--- src/rtl/m_store_buf.sv ---
// Store buffer between the M stage and data memory.
// Stores are queued in strict FIFO order and drained one word at a time to memory.
// Loads that overlap a pending store word are held off until that store has drained.
module m_store_buf #(
    parameter int DEPTH = 4
) (
    input  logic                     clk,
    input  logic                     reset,
    input  logic [31:0]              m_data_addr,
    input  logic [31:0]              m_data_wdata,
    input  logic [3:0]               m_data_byteen,
    input  logic                     m_load,
    output logic                     stall,
    output logic                     mem_req,
    output logic [31:0]              mem_addr,
    output logic [31:0]              mem_wdata,
    output logic [3:0]               mem_byteen,
    input  logic                     mem_ack,
    output logic [$clog2(DEPTH):0]   count,
    output logic                     empty
);

    localparam int AW = $clog2(DEPTH);

    // Entry storage. Only the word address is kept, because memory is written one word at a time.
    logic [29:0]   entAddr_q  [DEPTH];
    logic [31:0]   entData_q  [DEPTH];
    logic [3:0]    entByteen_q[DEPTH];

    logic [AW-1:0] head_q, head_d;
    logic [AW-1:0] tail_q, tail_d;
    logic [AW:0]   count_q, count_d;

    logic          pushAttempt;
    logic          loadCheck;
    logic          full;
    logic          pushOk;
    logic          pop;
    logic          loadHit;
    logic [AW-1:0] slotOffset;

    assign pushAttempt = |m_data_byteen;
    assign loadCheck   = m_load && !pushAttempt;
    assign full        = (count_q == (AW+1)'(DEPTH));
    assign pushOk      = pushAttempt && !full;
    assign pop         = (count_q != '0) && mem_ack;

    // Compare the load word address against every live entry, including a head being acked now.
    always_comb begin
        loadHit    = 1'b0;
        slotOffset = '0;
        for (int i = 0; i < DEPTH; i++) begin
            slotOffset = AW'(i) - head_q;
            if (({1'b0, slotOffset} < count_q) && (entAddr_q[i] == m_data_addr[31:2])) begin
                loadHit = 1'b1;
            end
        end
    end

    assign stall = (pushAttempt && full) || (loadCheck && loadHit);

    // Next-state pointers and occupancy; push and pop in the same cycle leave count unchanged.
    always_comb begin
        head_d  = head_q + AW'(pop);
        tail_d  = tail_q + AW'(pushOk);
        count_d = count_q + {{AW{1'b0}}, pushOk} - {{AW{1'b0}}, pop};
    end

    // Pointer and count registers, cleared immediately on reset.
    always_ff @(posedge clk or negedge reset) begin
        if (!reset) begin
            head_q  <= '0;
            tail_q  <= '0;
            count_q <= '0;
        end else begin
            head_q  <= head_d;
            tail_q  <= tail_d;
            count_q <= count_d;
        end
    end

    // Entry payloads are written at the tail; the live range is tracked by head and count alone.
    always_ff @(posedge clk) begin
        if (reset && pushOk) begin
            entAddr_q[tail_q]   <= m_data_addr[31:2];
            entData_q[tail_q]   <= m_data_wdata;
            entByteen_q[tail_q] <= m_data_byteen;
        end
    end

    assign count      = count_q;
    assign empty      = (count_q == '0);
    assign mem_req    = !empty;
    assign mem_addr   = empty ? 32'h0 : {entAddr_q[head_q], 2'b00};
    assign mem_wdata  = empty ? 32'h0 : entData_q[head_q];
    assign mem_byteen = empty ? 4'h0  : entByteen_q[head_q];

endmodule
--- config.mk ---
export PLATFORM = sky130hd
export DESIGN_NAME = m_store_buf
export DESIGN_NICKNAME = d
export VERILOG_FILES = /design/src/rtl/m_store_buf.sv
export SDC_FILE = /design/constraint.sdc
export NUM_CORES = 1
export LEC_CHECK = 0
export ABC_CLOCK_PERIOD_IN_PS = 6300
export CAP_MARGIN = 5
export CORE_MARGIN = 2
export CORE_UTILIZATION = 50
export CTS_CLUSTER_DIAMETER = 120
export DETAILED_ROUTE_END_ITERATION = 8
export PLACE_DENSITY = 0.76
export SETUP_SLACK_MARGIN = 0.3
export SYNTH_ARGS = -nofsm -noshare
export SYNTH_HDL_FRONTEND = slang
export SYNTH_SLANG_ARGS = --single-unit
--- constraint.sdc ---
create_clock -name clk -period 6.3 [get_ports clk]
set_input_delay 0.945 -clock clk [delete_from_list [all_inputs] [get_ports clk]]
set_output_delay 0.945 -clock clk [all_outputs]
set_load 0.05 [all_outputs]
; ---- Yosys cells after proc, flatten, opt, wreduce, memory -nomap -nowiden
; Memories as Yosys holds them, arrays and structs flattened.
; Index checks and enable logic that the tools add are counted.
[totals]
input_bits = 72
reg_bits = 7
mem_count = 3
ramBits = 264
output_inout_bits = 74
word_cells = 49
[classes]
add_sub_neg = 8
mux = 9
n_eq_ne = 5
n_reduce_logical = 17
n_lt_le_gt_ge = 4
[mem_list]
columns = name, depth, width, read_ports, rd_ports_with_merged_regs, wr, line
row1 = entData_q, 4, 32, 1, 0, 1, 27  ; logic [31:0] entData_q [DEPTH];
row2 = entAddr_q, 4, 30, 5, 0, 1, 26  ; logic [29:0] entAddr_q [DEPTH];
row3 = entByteen_q, 4, 4, 1, 0, 1, 28  ; logic [3:0] entByteen_q[DEPTH];
[ops]
columns = cell, n
row1 = $eq 30x30->1, 4
row2 = $mux 32, 2
row3 = $lt 2x3->1, 4
row4 = $logic_and 1x1->1, 10
row5 = $mux 1, 6
row6 = $add 2x1->2, 2
row7 = $mux 4, 1
row8 = $reduce_or 4->1, 1
row9 = $sub 1x2->2 const A, 2
row10 = $sub 2x2->2 const A, 2
row11 = $add 3x1->3, 1
row12 = $eq 3x3->1 const B, 1
row13 = $logic_not 1->1, 3
row14 = $logic_not 3->1, 1
row15 = $reduce_bool 3->1, 1
row16 = $sub 3x1->3, 1
row17 = $logic_or 1x1->1, 1

; ---- Longest topological paths before layout
[depth]
ltp_word = 9
mapped_depth = 11
depth_no_buf = 10

; ---- Least setup slack after synthesis
; OpenSTA, ideal clock, no wires.
[synth_timing]
kind = input to register
from = input m_data_byteen[3]
to = memory entAddr_q[1][0] (enable)
path_buffers = 0
cell_stages = 4
t_arrival_ps = 6159
required_ps = 5715
slack_ps = -444
path_cell_list = nor4_2 -> a21oi_1 -> nand2_1 -> nor3b_1
[synth_via]
elab_chain_cells = 5
[synth_lines]
columns = element, line
row1 = start: declaration, 11  ; input logic [3:0] m_data_byteen,
row2 = $reduce_or 4->1, 42  ; assign pushAttempt = |m_data_byteen;
row3 = $logic_and 1x1->1, 45  ; assign pushOk = pushAttempt && !full;
row4 = $logic_and 1x1->1, 84  ; if (reset && pushOk) begin
row5 = $mux 1, 84
row6 = $mux 1 (not written as such), 85  ; entAddr_q[tail_q] <= m_data_addr[31:2];
row7 = end: declaration, 26
; No other way between the ends.

; ---- Final worst setup path
[layout_timing]
from = input m_data_addr[26]
to = output stall
[layout_via]
elab_chain_cells = 8
elab_cells_between_ends = 14
[layout_lines]
columns = element, line
row1 = start: declaration, 9  ; input logic [31:0] m_data_addr,
row2 = $eq 30x30->1, 54  ; if (({1'b0, slotOffset} < count_q) && (entAddr_q[i] == m_data_addr[31:2])) begin
row3 = $logic_and 1x1->1, 54
row4 = $mux 1 (3 in a row), 54
row5 = $mux 1 *, 54
row6 = $logic_and 1x1->1 *, 60  ; assign stall = (pushAttempt && full) || (loadCheck && loadHit);
row7 = $logic_or 1x1->1 *, 60
row8 = end: declaration, 13  ; output logic stall,
; Mark *: on every way between the ends. The rest lies on a longest branch, timed or not.

==> flow_results.xml <==
<?xml version="1.0" encoding="UTF-8"?>
<metrics>
  <group name="outcome">
    <metric name="outcome" unit="">complete, no violations</metric>
  </group>
  <group name="cells_and_area">
    <metric name="final_core_util" unit="">0.6217</metric>
    <metric name="final_cells" unit="">1132</metric>
    <metric name="commonest_non_fill_non_tap_cells_in_the_layout" unit="">sky130_fd_sc_hd__edfxtp_1 (264), sky130_fd_sc_hd__clkdlybuf4s50_1 (141), sky130_fd_sc_hd__xor2_1 (106), sky130_fd_sc_hd__nor2b_1 (67), sky130_fd_sc_hd__mux4_2 (66)</metric>
    <metric name="layout_area_growth_over_synthesis" unit="%">22.53</metric>
    <metric name="fillCellCount" unit="">1643</metric>
    <metric name="layout_commonest_cell" unit="">sky130_fd_sc_hd__edfxtp_1</metric>
    <metric name="num-nets-final" unit="">874</metric>
    <metric name="antenna_cells_inserted" unit="">0</metric>
    <metric name="area.sequential" unit="um2">8108</metric>
    <metric name="multi_input_area" unit="um2">3592</metric>
    <metric name="post_route_cells_drive_above_1_share" unit="">0.1685</metric>
  </group>
  <group name="clock_tree">
    <metric name="cts_num_sinks" unit="">271</metric>
    <metric name="clk_path_buf_depth" unit="">3</metric>
    <metric name="cts_root_buffer" unit="">sky130_fd_sc_hd__clkbuf_16</metric>
    <metric name="cts-hold-fix-buffers" unit="">0</metric>
    <metric name="clk_pin_slew" unit="ns">0.06</metric>
    <metric name="worst_skew_pair.late_latency" unit="ns">0.55</metric>
    <metric name="cts_made_buffers" unit="">29</metric>
    <metric name="ctsHtreeMaxLevel" unit="">1</metric>
    <metric name="post_cts.repair.setup_buffers" unit="">0</metric>
    <metric name="cts_resized" unit="">0</metric>
    <metric name="tritoncts" unit="">done</metric>
  </group>
  <group name="yosys">
    <metric name="postSynth.asyncResetShare" unit="">0.02583</metric>
    <metric name="post_synthesis_instance_area" unit="um2">11840</metric>
    <metric name="synthesis.instances" unit="">638</metric>
    <metric name="yosysWarnings" unit="">0</metric>
    <metric name="synth.avg_cell_area" unit="um2">18.56</metric>
    <metric name="ys_seq_elements" unit="">271</metric>
    <metric name="yosys-top-cells-area" unit="">sky130_fd_sc_hd__edfxtp_1 (67%), sky130_fd_sc_hd__mux4_2 (13%), sky130_fd_sc_hd__xor2_1 (7.8%)</metric>
    <metric name="synth_sequential_area_ratio" unit="">0.6844</metric>
    <metric name="ys.flop_type" unit="">sky130_fd_sc_hd__edfxtp_1</metric>
    <metric name="synthDominantCellAreaShare" unit="">0.6696</metric>
    <metric name="yosys_cell_types" unit="">29</metric>
    <metric name="post_synth_edffs" unit="">264</metric>
    <metric name="netlist.top_cell.by_area" unit="">sky130_fd_sc_hd__edfxtp_1</metric>
  </group>
  <group name="power">
    <metric name="ir_drop" unit="V">0.0004732</metric>
    <metric name="p_per_area" unit="nW/um2">531.7</metric>
    <metric name="total_leakage_power" unit="nW">4.816</metric>
  </group>
  <group name="placement">
    <metric name="place.detailed.instances" unit="">1081</metric>
    <metric name="dp.final_hpwl" unit="mm">15.32</metric>
    <metric name="placement.io_buffers" unit="">141</metric>
    <metric name="gp_routability_congestion" unit="">0.8258</metric>
    <metric name="dpl_worst_slack" unit="ns">1.362</metric>
  </group>
  <group name="global_route">
    <metric name="groute.layer.met3.usage" unit="">0.04489</metric>
    <metric name="globalRoute.busiestLayer" unit="">met2</metric>
    <metric name="grt_first_pass_wirelength" unit="mm">36.65</metric>
    <metric name="grt_antenna_before_repair" unit="">0</metric>
    <metric name="grtUsageMet2" unit="">0.3178</metric>
    <metric name="globalRoute.totalOverflow" unit="">0</metric>
    <metric name="met1_grt_util" unit="">0.2776</metric>
    <metric name="grt_util_all_layers" unit="">0.1970</metric>
    <metric name="via_count_of_the_first_global_routing_pass" unit="">6292</metric>
    <metric name="grt_start_max_net_pins" unit="">67</metric>
  </group>
  <group name="timing">
    <metric name="finalSetupTns" unit="ns">0</metric>
    <metric name="setup_repair_after_global_routing_missed_its_margin" unit="">false</metric>
    <metric name="worst_pin_slew" unit="ns">1.086</metric>
    <metric name="setup_viol_count_final" unit="">0</metric>
    <metric name="hold_viol_final" unit="">0</metric>
    <metric name="report.final.slew_viol_count" unit="">0</metric>
    <metric name="layout_skew" unit="ns">0.008127</metric>
    <metric name="final_period_minus_worst_setup_slack" unit="ns">4.934</metric>
    <metric name="final_critical_path_setup_slack" unit="ns">1.366</metric>
    <metric name="maxSlewHeadroom" unit="">0.2757</metric>
    <metric name="fmax" unit="MHz">202.7</metric>
    <metric name="post-route-period-util" unit="">0.7832</metric>
  </group>
  <group name="routing">
    <metric name="vias" unit="">6180</metric>
    <metric name="remaining_drc_errors" unit="">0</metric>
    <metric name="routed_wire_length_per_instance" unit="um">21.51</metric>
    <metric name="dr.pass1.iters" unit="">4</metric>
    <metric name="vias_per_cell" unit="">5.459</metric>
    <metric name="drt.antenna.violating_nets" unit="">0</metric>
    <metric name="routed_wirelength" unit="mm">24.35</metric>
    <metric name="detail_route.iter0.violations" unit="">442</metric>
  </group>
  <group name="die">
    <metric name="io_pins" unit="">146</metric>
    <metric name="die_y" unit="um">157.9</metric>
    <metric name="dieArea" unit="um2">24920</metric>
    <metric name="die_w" unit="um">157.9</metric>
    <metric name="floorplan.initialDensity" unit="">0.5074</metric>
    <metric name="row_count" unit="">56</metric>
    <metric name="fp.coreArea" unit="um2">23330</metric>
  </group>
  <group name="critical_path">
    <metric name="arrival" unit="ns">3.99</metric>
    <metric name="cp-start-kind" unit="">primary input</metric>
    <metric name="worstPathMaxFanout" unit="">8</metric>
    <metric name="critical_path.endpoint_type" unit="">output pin</metric>
    <metric name="required" unit="ns">5.35</metric>
    <metric name="path_class" unit="">in -&gt; out</metric>
  </group>
  <group name="min_path">
    <metric name="timing.hold.worst.class" unit="">reg -&gt; reg</metric>
  </group>
  <group name="job">
    <metric name="max_cap_viols" unit="">0</metric>
  </group>
</metrics>
## stage by stage
step | power (mW) | area [um2] | hold slack, ns
after global routing | 8.043 | 14510 | 0.6165
after detailed placement | 6.199 | 13620 | 0.5560
after CTS | 7.804 | 14510 | 0.5721
after floorplan | 5.080 | 11840 | 0.4732
after global placement | 6.144 | 13620 | 0.5451
final | 7.713 | 14510 | 0.5701
## cells in the mapped netlist, types with 7 or more instances
| cell type | n |
|---|---|
| sky130_fd_sc_hd__buf_2 | 9 |
| sky130_fd_sc_hd__nor4_2 | 10 |
| sky130_fd_sc_hd__mux4_2 | 66 |
| sky130_fd_sc_hd__nor2b_1 | 67 |
| sky130_fd_sc_hd__xor2_1 | 106 |
| sky130_fd_sc_hd__xnor2_1 | 19 |
| sky130_fd_sc_hd__inv_1 | 7 |
| sky130_fd_sc_hd__ha_1 | 8 |
| sky130_fd_sc_hd__edfxtp_1 | 264 |
| sky130_fd_sc_hd__dfrtp_1 | 7 |
| sky130_fd_sc_hd__nor4_1 | 15 |
| sky130_fd_sc_hd__clkbuf_1 | 13 |
| sky130_fd_sc_hd__a21oi_1 | 7 |
## registers in the layout (all words and copies together), names as in the netlist
signal	flops
count	3
entAddr_q	120
entByteen_q	16
entData_q	128
head_q	2
tail_q	2
## cell families (layout without fill, tap and decap cells)
logic type	after synthesis	count (layout)	synth area share
and+or+nand+nor	117	117	0.06616
adders and majority gates	9	9	0.01015
AOI/OAI and AO/OA	12	12	0.006975
muxes	66	66	0.1256
buffers and inverters	37	211	0.01395
xor gates and xnor gates	125	125	0.09248
DFF	271	271	0.6844
other	1	2	0.0003168
## worst paths after layout
| check | startpoint | endpoint | slack [ns] | cells after the start |
|---|---|---|---|---|
| worst max register to register | count[2] | count[2] | 3.63 | 10 |
| worst min register to register | tail_q[1] | tail_q[1] | 0.57 | 1 |
| worst max-delay path | m_data_addr[26] | stall | 1.37 | 8 |
| max in group asynchronous | reset | head_q[0] | 5.31 | 1 |
| worst min-delay path | tail_q[1] | tail_q[1] | 0.57 | 1 |
| min in group asynchronous | reset | head_q[0] | 0.69 | 1 |
## routing by layer
| layer | share of wire | vias up |
|---|---|---|
| met2 | 0.49 | 201 |
| met5 | 0 | - |
| met1 | 0.42 | 3157 |
| met3 | 0.075 | 29 |
| li1 | - | 2793 |
| met4 | 0.015 | 0 |
## final cells by class
type	instances	area share
Clock buffer	32	0.05080
Tap cell	319	0.02751
Sequential cell	271	0.5589
Timing Repair Buffer	150	0.1019
Multi-Input combinational cell	331	0.2476
Clock inverter	19	0.01061
Inverter	10	0.002588
## power breakdown
part | internal (mW) | leakage, nW | switching (mW) | total [mW]
logic | 1.33 | 1.88 | 2.16 | 3.49
registers | 2.38 | 2.49 | 0.263 | 2.64
clock network | 0.922 | 0.443 | 0.664 | 1.59
## worst max-delay path: stages
cell	delay, ns
sky130_fd_sc_hd__clkdlybuf4s50_1	0.68
sky130_fd_sc_hd__xor2_1	0.16
sky130_fd_sc_hd__nor4_1	0.52
sky130_fd_sc_hd__nand4_1	0.21
sky130_fd_sc_hd__a2111oi_0	0.33
sky130_fd_sc_hd__nor4_1	0.15
sky130_fd_sc_hd__o22ai_1	0.16
sky130_fd_sc_hd__clkdlybuf4s50_1	0.83
(Power assumes the default switching activity.)
